[src/rtl/cpu_pkg.sv]
// Shared encodings for the MEM stage: access widths,
// writeback source select and the MEM FSM states.
package cpu_pkg;

  localparam logic [1:0] MEM_W_BYTE = 2'd0;
  localparam logic [1:0] MEM_W_HALF = 2'd1;
  localparam logic [1:0] MEM_W_WORD = 2'd2;

  localparam logic [1:0] REG_SRC_ALU = 2'd0;
  localparam logic [1:0] REG_SRC_MEM = 2'd1;
  localparam logic [1:0] REG_SRC_PC  = 2'd2;

  typedef enum logic {
    IDLE = 1'b0,
    BUSY = 1'b1
  } mem_state_e;

endpackage

[src/rtl/mem_lane_align.sv]
// Store lane replication / byte enables and load extract with extension.
// st_*: store side from live inputs; ld_*: load side from latched fields.
module mem_lane_align
  import cpu_pkg::*;
(
  input  logic [1:0]  st_width_i,
  input  logic [1:0]  st_off_i,
  input  logic        st_we_i,
  input  logic [31:0] st_data_i,
  output logic [31:0] st_wdata_o,
  output logic [3:0]  st_be_o,
  input  logic [1:0]  ld_width_i,
  input  logic [1:0]  ld_off_i,
  input  logic        ld_sign_i,
  input  logic [31:0] ld_rdata_i,
  output logic [31:0] ld_data_o
);

  logic [15:0] sh;

  always_comb begin
    st_wdata_o = st_data_i;
    st_be_o    = 4'b1111;
    if (st_we_i) begin
      case (st_width_i)
        MEM_W_BYTE: begin
          st_wdata_o = {4{st_data_i[7:0]}};
          st_be_o    = 4'b0001 << st_off_i;
        end
        MEM_W_HALF: begin
          st_wdata_o = {2{st_data_i[15:0]}};
          st_be_o    = 4'b0011 << st_off_i;
        end
        default: begin
          st_wdata_o = st_data_i;
          st_be_o    = 4'b1111;
        end
      endcase
    end
  end

  assign sh = 16'(ld_rdata_i >> {ld_off_i, 3'b000});

  always_comb begin
    case (ld_width_i)
      MEM_W_BYTE:
        ld_data_o = {{24{ld_sign_i & sh[7]}}, sh[7:0]};
      MEM_W_HALF:
        ld_data_o = {{16{ld_sign_i & sh[15]}}, sh[15:0]};
      default:
        ld_data_o = ld_rdata_i;
    endcase
  end

endmodule

[src/rtl/mem_access_stage.sv]
// MEM stage: load/store over a req/ready data-memory port, stalls upstream
// while busy, registers the MEM_WB writeback fields.
// In: EX_MEM fields, dmem_ready_i/rdata_i. Out: dmem_*, stall_o, wb_*, misalign_o, bus_err_o.
module mem_access_stage
  import cpu_pkg::*;
#(
  parameter int WAIT_LIMIT = 0
) (
  input  logic        clk,
  input  logic        rst,
  input  logic [31:0] advance_pc_i,
  input  logic [31:0] alu_result_i,
  input  logic [31:0] reg_2_data_i,
  input  logic [4:0]  reg_write_data_addr_i,
  input  logic [1:0]  mem_width_i,
  input  logic        mem_sign_extend_i,
  input  logic [1:0]  reg_src_i,
  input  logic        mem_write_i,
  output logic        dmem_req_o,
  output logic        dmem_we_o,
  output logic [31:0] dmem_addr_o,
  output logic [31:0] dmem_wdata_o,
  output logic [3:0]  dmem_be_o,
  input  logic        dmem_ready_i,
  input  logic [31:0] dmem_rdata_i,
  output logic        stall_o,
  output logic [31:0] wb_data_o,
  output logic [4:0]  wb_addr_o,
  output logic        misalign_o,
  output logic        bus_err_o
);

  localparam int CW =
    (WAIT_LIMIT > 0) ? $clog2(WAIT_LIMIT + 1) : 1;
  localparam logic [CW-1:0] LIM_M1 =
    CW'((WAIT_LIMIT > 0) ? WAIT_LIMIT - 1 : 0);

  mem_state_e state_q, state_d;

  logic          we_q, we_d;
  logic [31:0]   addr_q, addr_d;
  logic [3:0]    be_q, be_d;
  logic [31:0]   wdata_q, wdata_d;
  logic [1:0]    width_q, width_d;
  logic          sign_q, sign_d;
  logic [1:0]    off_q, off_d;
  logic [4:0]    rd_q, rd_d;
  logic [CW-1:0] wait_q, wait_d;
  logic [31:0]   wb_data_q, wb_data_d;
  logic [4:0]    wb_addr_q, wb_addr_d;
  logic          mis_q, mis_d;
  logic          berr_q, berr_d;

  logic          mem_op;
  logic          mis;
  logic          is_half;
  logic          is_word;
  logic          timeout;
  logic [1:0]    off;
  logic [31:0]   st_wdata;
  logic [3:0]    st_be;
  logic [31:0]   ld_data;

  assign off     = alu_result_i[1:0];
  assign mem_op  = mem_write_i
                 | (reg_src_i == REG_SRC_MEM);
  assign is_half = (mem_width_i == MEM_W_HALF);
  assign is_word = (mem_width_i == MEM_W_WORD)
                 | (mem_width_i == 2'd3);
  assign mis     = (is_half & off[0])
                 | (is_word & (off != 2'd0));
  assign timeout = (WAIT_LIMIT != 0)
                 && (wait_q == LIM_M1)
                 && !dmem_ready_i;

  mem_lane_align u_align (
    .st_width_i (mem_width_i),
    .st_off_i   (off),
    .st_we_i    (mem_write_i),
    .st_data_i  (reg_2_data_i),
    .st_wdata_o (st_wdata),
    .st_be_o    (st_be),
    .ld_width_i (width_q),
    .ld_off_i   (off_q),
    .ld_sign_i  (sign_q),
    .ld_rdata_i (dmem_rdata_i),
    .ld_data_o  (ld_data)
  );

  always_comb begin
    state_d    = state_q;
    we_d       = we_q;
    addr_d     = addr_q;
    be_d       = be_q;
    wdata_d    = wdata_q;
    width_d    = width_q;
    sign_d     = sign_q;
    off_d      = off_q;
    rd_d       = rd_q;
    wait_d     = wait_q;
    wb_data_d  = wb_data_q;
    wb_addr_d  = 5'd0;
    mis_d      = 1'b0;
    berr_d     = 1'b0;
    stall_o    = 1'b0;
    dmem_req_o = 1'b0;
    unique case (state_q)
      IDLE: begin
        if (!mem_op) begin
          wb_addr_d = reg_write_data_addr_i;
          wb_data_d = (reg_src_i == REG_SRC_PC)
                    ? advance_pc_i : alu_result_i;
        end else if (mis) begin
          mis_d = 1'b1;
        end else begin
          stall_o = 1'b1;
          we_d    = mem_write_i;
          addr_d  = {alu_result_i[31:2], 2'b00};
          be_d    = st_be;
          wdata_d = st_wdata;
          width_d = mem_width_i;
          sign_d  = mem_sign_extend_i;
          off_d   = off;
          rd_d    = reg_write_data_addr_i;
          wait_d  = '0;
          state_d = BUSY;
        end
      end
      BUSY: begin
        dmem_req_o = 1'b1;
        if (dmem_ready_i) begin
          state_d = IDLE;
          if (!we_q) begin
            wb_addr_d = rd_q;
            wb_data_d = ld_data;
          end
        end else if (timeout) begin
          // Let the faulting op leave EX_MEM.
          state_d = IDLE;
          berr_d  = 1'b1;
        end else begin
          stall_o = 1'b1;
          wait_d  = wait_q + CW'(1);
        end
      end
      default: state_d = IDLE;
    endcase
  end

  always_ff @(posedge clk) begin
    if (rst) begin
      state_q   <= IDLE;
      we_q      <= 1'b0;
      addr_q    <= '0;
      be_q      <= '0;
      wdata_q   <= '0;
      width_q   <= '0;
      sign_q    <= 1'b0;
      off_q     <= '0;
      rd_q      <= '0;
      wait_q    <= '0;
      wb_data_q <= '0;
      wb_addr_q <= '0;
      mis_q     <= 1'b0;
      berr_q    <= 1'b0;
    end else begin
      state_q   <= state_d;
      we_q      <= we_d;
      addr_q    <= addr_d;
      be_q      <= be_d;
      wdata_q   <= wdata_d;
      width_q   <= width_d;
      sign_q    <= sign_d;
      off_q     <= off_d;
      rd_q      <= rd_d;
      wait_q    <= wait_d;
      wb_data_q <= wb_data_d;
      wb_addr_q <= wb_addr_d;
      mis_q     <= mis_d;
      berr_q    <= berr_d;
    end
  end

  assign dmem_we_o    = we_q;
  assign dmem_addr_o  = addr_q;
  assign dmem_wdata_o = wdata_q;
  assign dmem_be_o    = be_q;
  assign wb_data_o    = wb_data_q;
  assign wb_addr_o    = wb_addr_q;
  assign misalign_o   = mis_q;
  assign bus_err_o    = berr_q;

endmodule
[config.mk]
export PLATFORM = sky130hd
export DESIGN_NAME = mem_access_stage
export DESIGN_NICKNAME = d
export VERILOG_FILES = /design/src/rtl/cpu_pkg.sv /design/src/rtl/mem_lane_align.sv /design/src/rtl/mem_access_stage.sv
export SDC_FILE = /design/constraint.sdc
export NUM_CORES = 1
export LEC_CHECK = 0
export CAP_MARGIN = 0
export CORE_MARGIN = 1
export CORE_UTILIZATION = 47
export CTS_BUF_LIST = sky130_fd_sc_hd__clkbuf_8
export DETAILED_ROUTE_END_ITERATION = 7
export PLACE_DENSITY = 0.85
export SLEW_MARGIN = 40
export SYNTH_ARGS = -nofsm -noshare
export SYNTH_HDL_FRONTEND = slang
export SYNTH_SLANG_ARGS = --single-unit
[constraint.sdc]
create_clock -name clk -period 3.25 [get_ports clk]
set_input_delay 0.65 -clock clk [delete_from_list [all_inputs] [get_ports clk]]
set_output_delay 0.65 -clock clk [all_outputs]
set_load 0.03 [all_outputs]
==> impl_metrics.json, run 1 <==
{
  "floorplan.die.width_um": 111,
  "core.rowCount": 39,
  "clock-sinks": 116,
  "worst-endpoint-arrival_ns": 2.20,
  "rsz_0062_raised_after_global_routing": "no",
  "p_int_mw": 2.80,
  "syn-mean-instance-area_sq_um": 8.07,
  "yosysTopAreaCellShare_pct": 41.3,
  "finalClockSkew_ns": 0.00649,
  "critical_path_required_ns": 2.60,
  "p_switching_mw": 1.27,
  "peakVddDrop_mv": 0.454,
  "grt_first_pass_wirelength_mm": 30.3,
  "cts_buffers": 17,
  "finalWeightedCongestion": 0.833,
  "path_cells": "clkdlybuf4s50_1 > o21ai_0 > o2111ai_4 > o21ai_0 > buf_12",
  "detail_route.drc_violations": 40,
  "synth_enable_flop_cells": 0,
  "leakage_nw": 3.07,
  "synth_sequential_area_ratio_pct": 41.3,
  "clkPwrFrac_pct": 33.3,
  "worst_slack_ns": 0.396,
  "class_of_the_worst_hold_path": "flip-flop to flip-flop",
  "finalSetupViolCount": 0,
  "clock_tree_from_tritoncts": "yes",
  "finalNonFillerCells": 1070,
  "timing.critical_path.depth": 5,
  "ff2ff_path_depth": 5,
  "critical_path_class": "primary input to primary output",
  "synth.area.top_cells": "sky130_fd_sc_hd__dfxtp_1, sky130_fd_sc_hd__nand2_1, sky130_fd_sc_hd__a21oi_1",
  "post_route_cells_drive_above_1_share_pct": 6.80,
  "yosys_most_used_dff": "sky130_fd_sc_hd__dfxtp_1",
  "dieArea_sq_um": 12400,
  "max_slew.worst_pin.slew_ns": 0.922,
  "initial_utilization_pct": 48.8,
  "post-synth-top-area-cell": "sky130_fd_sc_hd__dfxtp_1",
  "placement.io_buffers": 248,
  "grt_usage_pct": 31.2,
  "netlist_area_sq_um": 5620,
  "final_min_period_over_clock_period_pct": 87.8,
  "number_of_antenna_violations_at_the_first_check_in_global_routing": 0,
  "power.share.combinational_pct": 27.3,
  "critPathSlowestCell": "sky130_fd_sc_hd__clkdlybuf4s50_1",
  "final_util_pct": 74.3,
  "max_stage_delay_ns": 0.50,
  "ys_seq_elements": 116,
  "worstSetupStartpointType": "primary input",
  "critical_path.max_fanout": 5,
  "grt_start_max_net_pins": 74,
  "hold-path-cell-count": 2,
  "core-area_sq_um": 11500,
  "clock-root-buffer": "sky130_fd_sc_hd__clkbuf_8",
  "dp_worst_setup_slack_ns": 0.129,
  "netlist-cell-type-count": 48,
  "avgViaCountPerCell": 5.71,
  "antenna_left": 0,
  "finalHoldViolCount": 0,
  "timing.final.crit_period_ns": 2.85,
  "max_freq_mhz": 350,
  "numPlacedInstances": 1038,
  "vias": 6114,
  "postCtsHoldBufs": 0,
  "post-cts-setup-buffers": 0,
  "drt-wirelength-per-cell_um": 18.1,
  "htree_levels": 4,
  "cts_buffer_depth": 2,
  "place_hpwl_mm": 14.0,
  "final_max_slew_viol_count": 0,
  "maxSlewHeadroom_pct": 37.0,
  "cp_common_cell": "sky130_fd_sc_hd__o21ai_0",
  "tns_ns": 0,
  "post_synth_inst_count": 696,
  "insertion_delay_ns": 0.45,
  "net_sw_share_pct": 31.1,
  "totalWireLength_mm": 19.4,
  "async_reset_ff_share_pct": 0,
  "insertedDiodeCount": 0,
  "critical_path.top_delay_family": "compound AO/OA/AOI/OAI gates",
  "layout-area-overhead-vs-synth_pct": 52.4,
  "status": "complete, but fails checks",
  "num-nets-final": 1056,
  "clkTransAtPathRegs_ns": 0.06,
  "post_cts_resize_count": 0,
  "sequentialPowerShare_pct": 39.4,
  "cp_num_buf_inv": 2,
  "num_io_pins": 252,
  "die-height_um": 111,
  "maxCapViolations": 0,
  "first_global_vias": 6014,
  "drt_pass1_iterations": 7,
  "power_density_nw_per_um2": 475,
  "globalRouteOverflowTotal": 0,
  "worstSetupEndpointType": "primary output",
  "violations": "design-rule violations",
  "dr.first_iter.drc_count": 543,
  "synth.yosys.warnings": 0
}
final timing paths:
| kind | start | end | slack (ns) |
|---|---|---|---|
| max | mem_width_i[1] | stall_o | 0.40 |
| min | dmem_addr_o[6] | dmem_addr_o[6] | 0.46 |
| max reg2reg | state_q | wb_data_o[7] | 0.93 |
| min reg2reg | dmem_addr_o[6] | dmem_addr_o[6] | 0.46 |
kinds of logic after synthesis:
group / Yosys count / synth area share, %
AND/OR/NAND/NOR: 262 / 20.2
AO/OA/AOI/OAI: 206 / 25.7
flip-flops: 116 / 41.3
buffers and inverters: 76 / 5.99
multiplexers: 35 / 6.73
other: 1 / 0.0668
state kept, by name, summed over array words and instances (netlist names), 2 cells and up:
register	count
off_q	2
dmem_be_o	4
wb_addr_o	5
wb_data_o	32
dmem_addr_o	30
dmem_wdata_o	32
width_q	2
rd_q	5
synth_stat cells, types with 2 or more instances:
cell type,n
sky130_fd_sc_hd__a211oi_1,9
sky130_fd_sc_hd__a221o_1,6
sky130_fd_sc_hd__and2_1,17
sky130_fd_sc_hd__o21bai_1,2
sky130_fd_sc_hd__inv_1,9
sky130_fd_sc_hd__a2111oi_1,9
sky130_fd_sc_hd__clkbuf_1,34
sky130_fd_sc_hd__o211ai_1,24
sky130_fd_sc_hd__nand3b_1,17
sky130_fd_sc_hd__a2111oi_0,24
sky130_fd_sc_hd__nand2_1,178
sky130_fd_sc_hd__mux2i_1,31
sky130_fd_sc_hd__a22oi_1,5
sky130_fd_sc_hd__buf_2,19
sky130_fd_sc_hd__nor2b_1,4
sky130_fd_sc_hd__nand2b_1,4
sky130_fd_sc_hd__a311oi_1,4
sky130_fd_sc_hd__o21ai_0,6
sky130_fd_sc_hd__nor2_1,37
sky130_fd_sc_hd__a21oi_1,84
sky130_fd_sc_hd__mux4_2,2
sky130_fd_sc_hd__buf_1,5
sky130_fd_sc_hd__a311o_1,8
sky130_fd_sc_hd__dfxtp_1,116
sky130_fd_sc_hd__o21ai_1,8
sky130_fd_sc_hd__o32a_1,6
sky130_fd_sc_hd__mux2_2,2
sky130_fd_sc_hd__buf_4,5
sky130_fd_sc_hd__nor3_1,2
worst register-to-register path, cell delays in order, from the launching register on:
cell,delay (ns)
sky130_fd_sc_hd__dfxtp_1,0.39
sky130_fd_sc_hd__buf_4,0.24
sky130_fd_sc_hd__o31a_2,0.48
sky130_fd_sc_hd__a2111oi_0,0.78
sky130_fd_sc_hd__buf_4,0.23
sky130_fd_sc_hd__a2111oi_0,0.05
metrics by stage:
stage | hold WS (ns) | power, mW | cell area [sq um]
CTS | 0.456 | 4.08 | 8560
detailed placement | 0.445 | 2.73 | 8150
global placement | 0.439 | 2.71 | 8150
finish | 0.456 | 4.07 | 8560
floorplan | 0.432 | 2.22 | 5620
global route | 0.475 | 4.23 | 8560
metal layers:
| metal | vias to the layer above | wire length [um] | GRT usage, % |
|---|---|---|---|
| met3 | 49 | 1750 | 10.7 |
| met4 | 0 | 628 | 14.6 |
| met2 | 283 | 9390 | 53.8 |
| met5 | - | 0 | 0 |
| met1 | 2872 | 7620 | 34.6 |
| li1 | 2910 | - | - |
placed cells by master, fill, tap and decap left out, types with 6 or more instances in the layout:
cell                              count
sky130_fd_sc_hd__a2111oi_0           24
sky130_fd_sc_hd__a2111oi_1            9
sky130_fd_sc_hd__a211oi_1             9
sky130_fd_sc_hd__a21oi_1             84
sky130_fd_sc_hd__a221o_1              6
sky130_fd_sc_hd__a311o_1              8
sky130_fd_sc_hd__and2_1              17
sky130_fd_sc_hd__buf_4               13
sky130_fd_sc_hd__clkbuf_8            22
sky130_fd_sc_hd__clkdlybuf4s50_1    246
sky130_fd_sc_hd__dfxtp_1            116
sky130_fd_sc_hd__inv_1               10
sky130_fd_sc_hd__mux2i_1             31
sky130_fd_sc_hd__nand2_1            178
sky130_fd_sc_hd__nand3b_1            17
sky130_fd_sc_hd__nor2_1              37
sky130_fd_sc_hd__o211ai_1            24
sky130_fd_sc_hd__o21ai_0              6
sky130_fd_sc_hd__o21ai_1              8
sky130_fd_sc_hd__o32a_1               6
final cells by class:
cell class | count | area, sq um
multi-input cells | 506 | 2990
fillers | 872 | 2960
repair buffers | 262 | 2620
flip-flops and latches | 116 | 2320
clock buffers | 22 | 303
well taps | 143 | 179
clock inverters | 10 | 104
inverters | 11 | 41.3
power by group through the flow:
stage / registers (mW) / logic, mW / clock network [mW]
floorplan: 1.82 / 0.391 / 0
global placement: 1.63 / 1.08 / 0
detailed placement: 1.63 / 1.10 / 0
CTS: 1.60 / 1.11 / 1.37
global route: 1.61 / 1.18 / 1.44
finish: 1.60 / 1.11 / 1.36
Note: power is estimated with default switching activity, not from simulation.
==> run 2, diff against run 1 <==
SKIP_LAST_GASP = 1   (was not set)
==> results of run 2 <==
The final DEF is identical to that of run 1; final timing and power are the same.
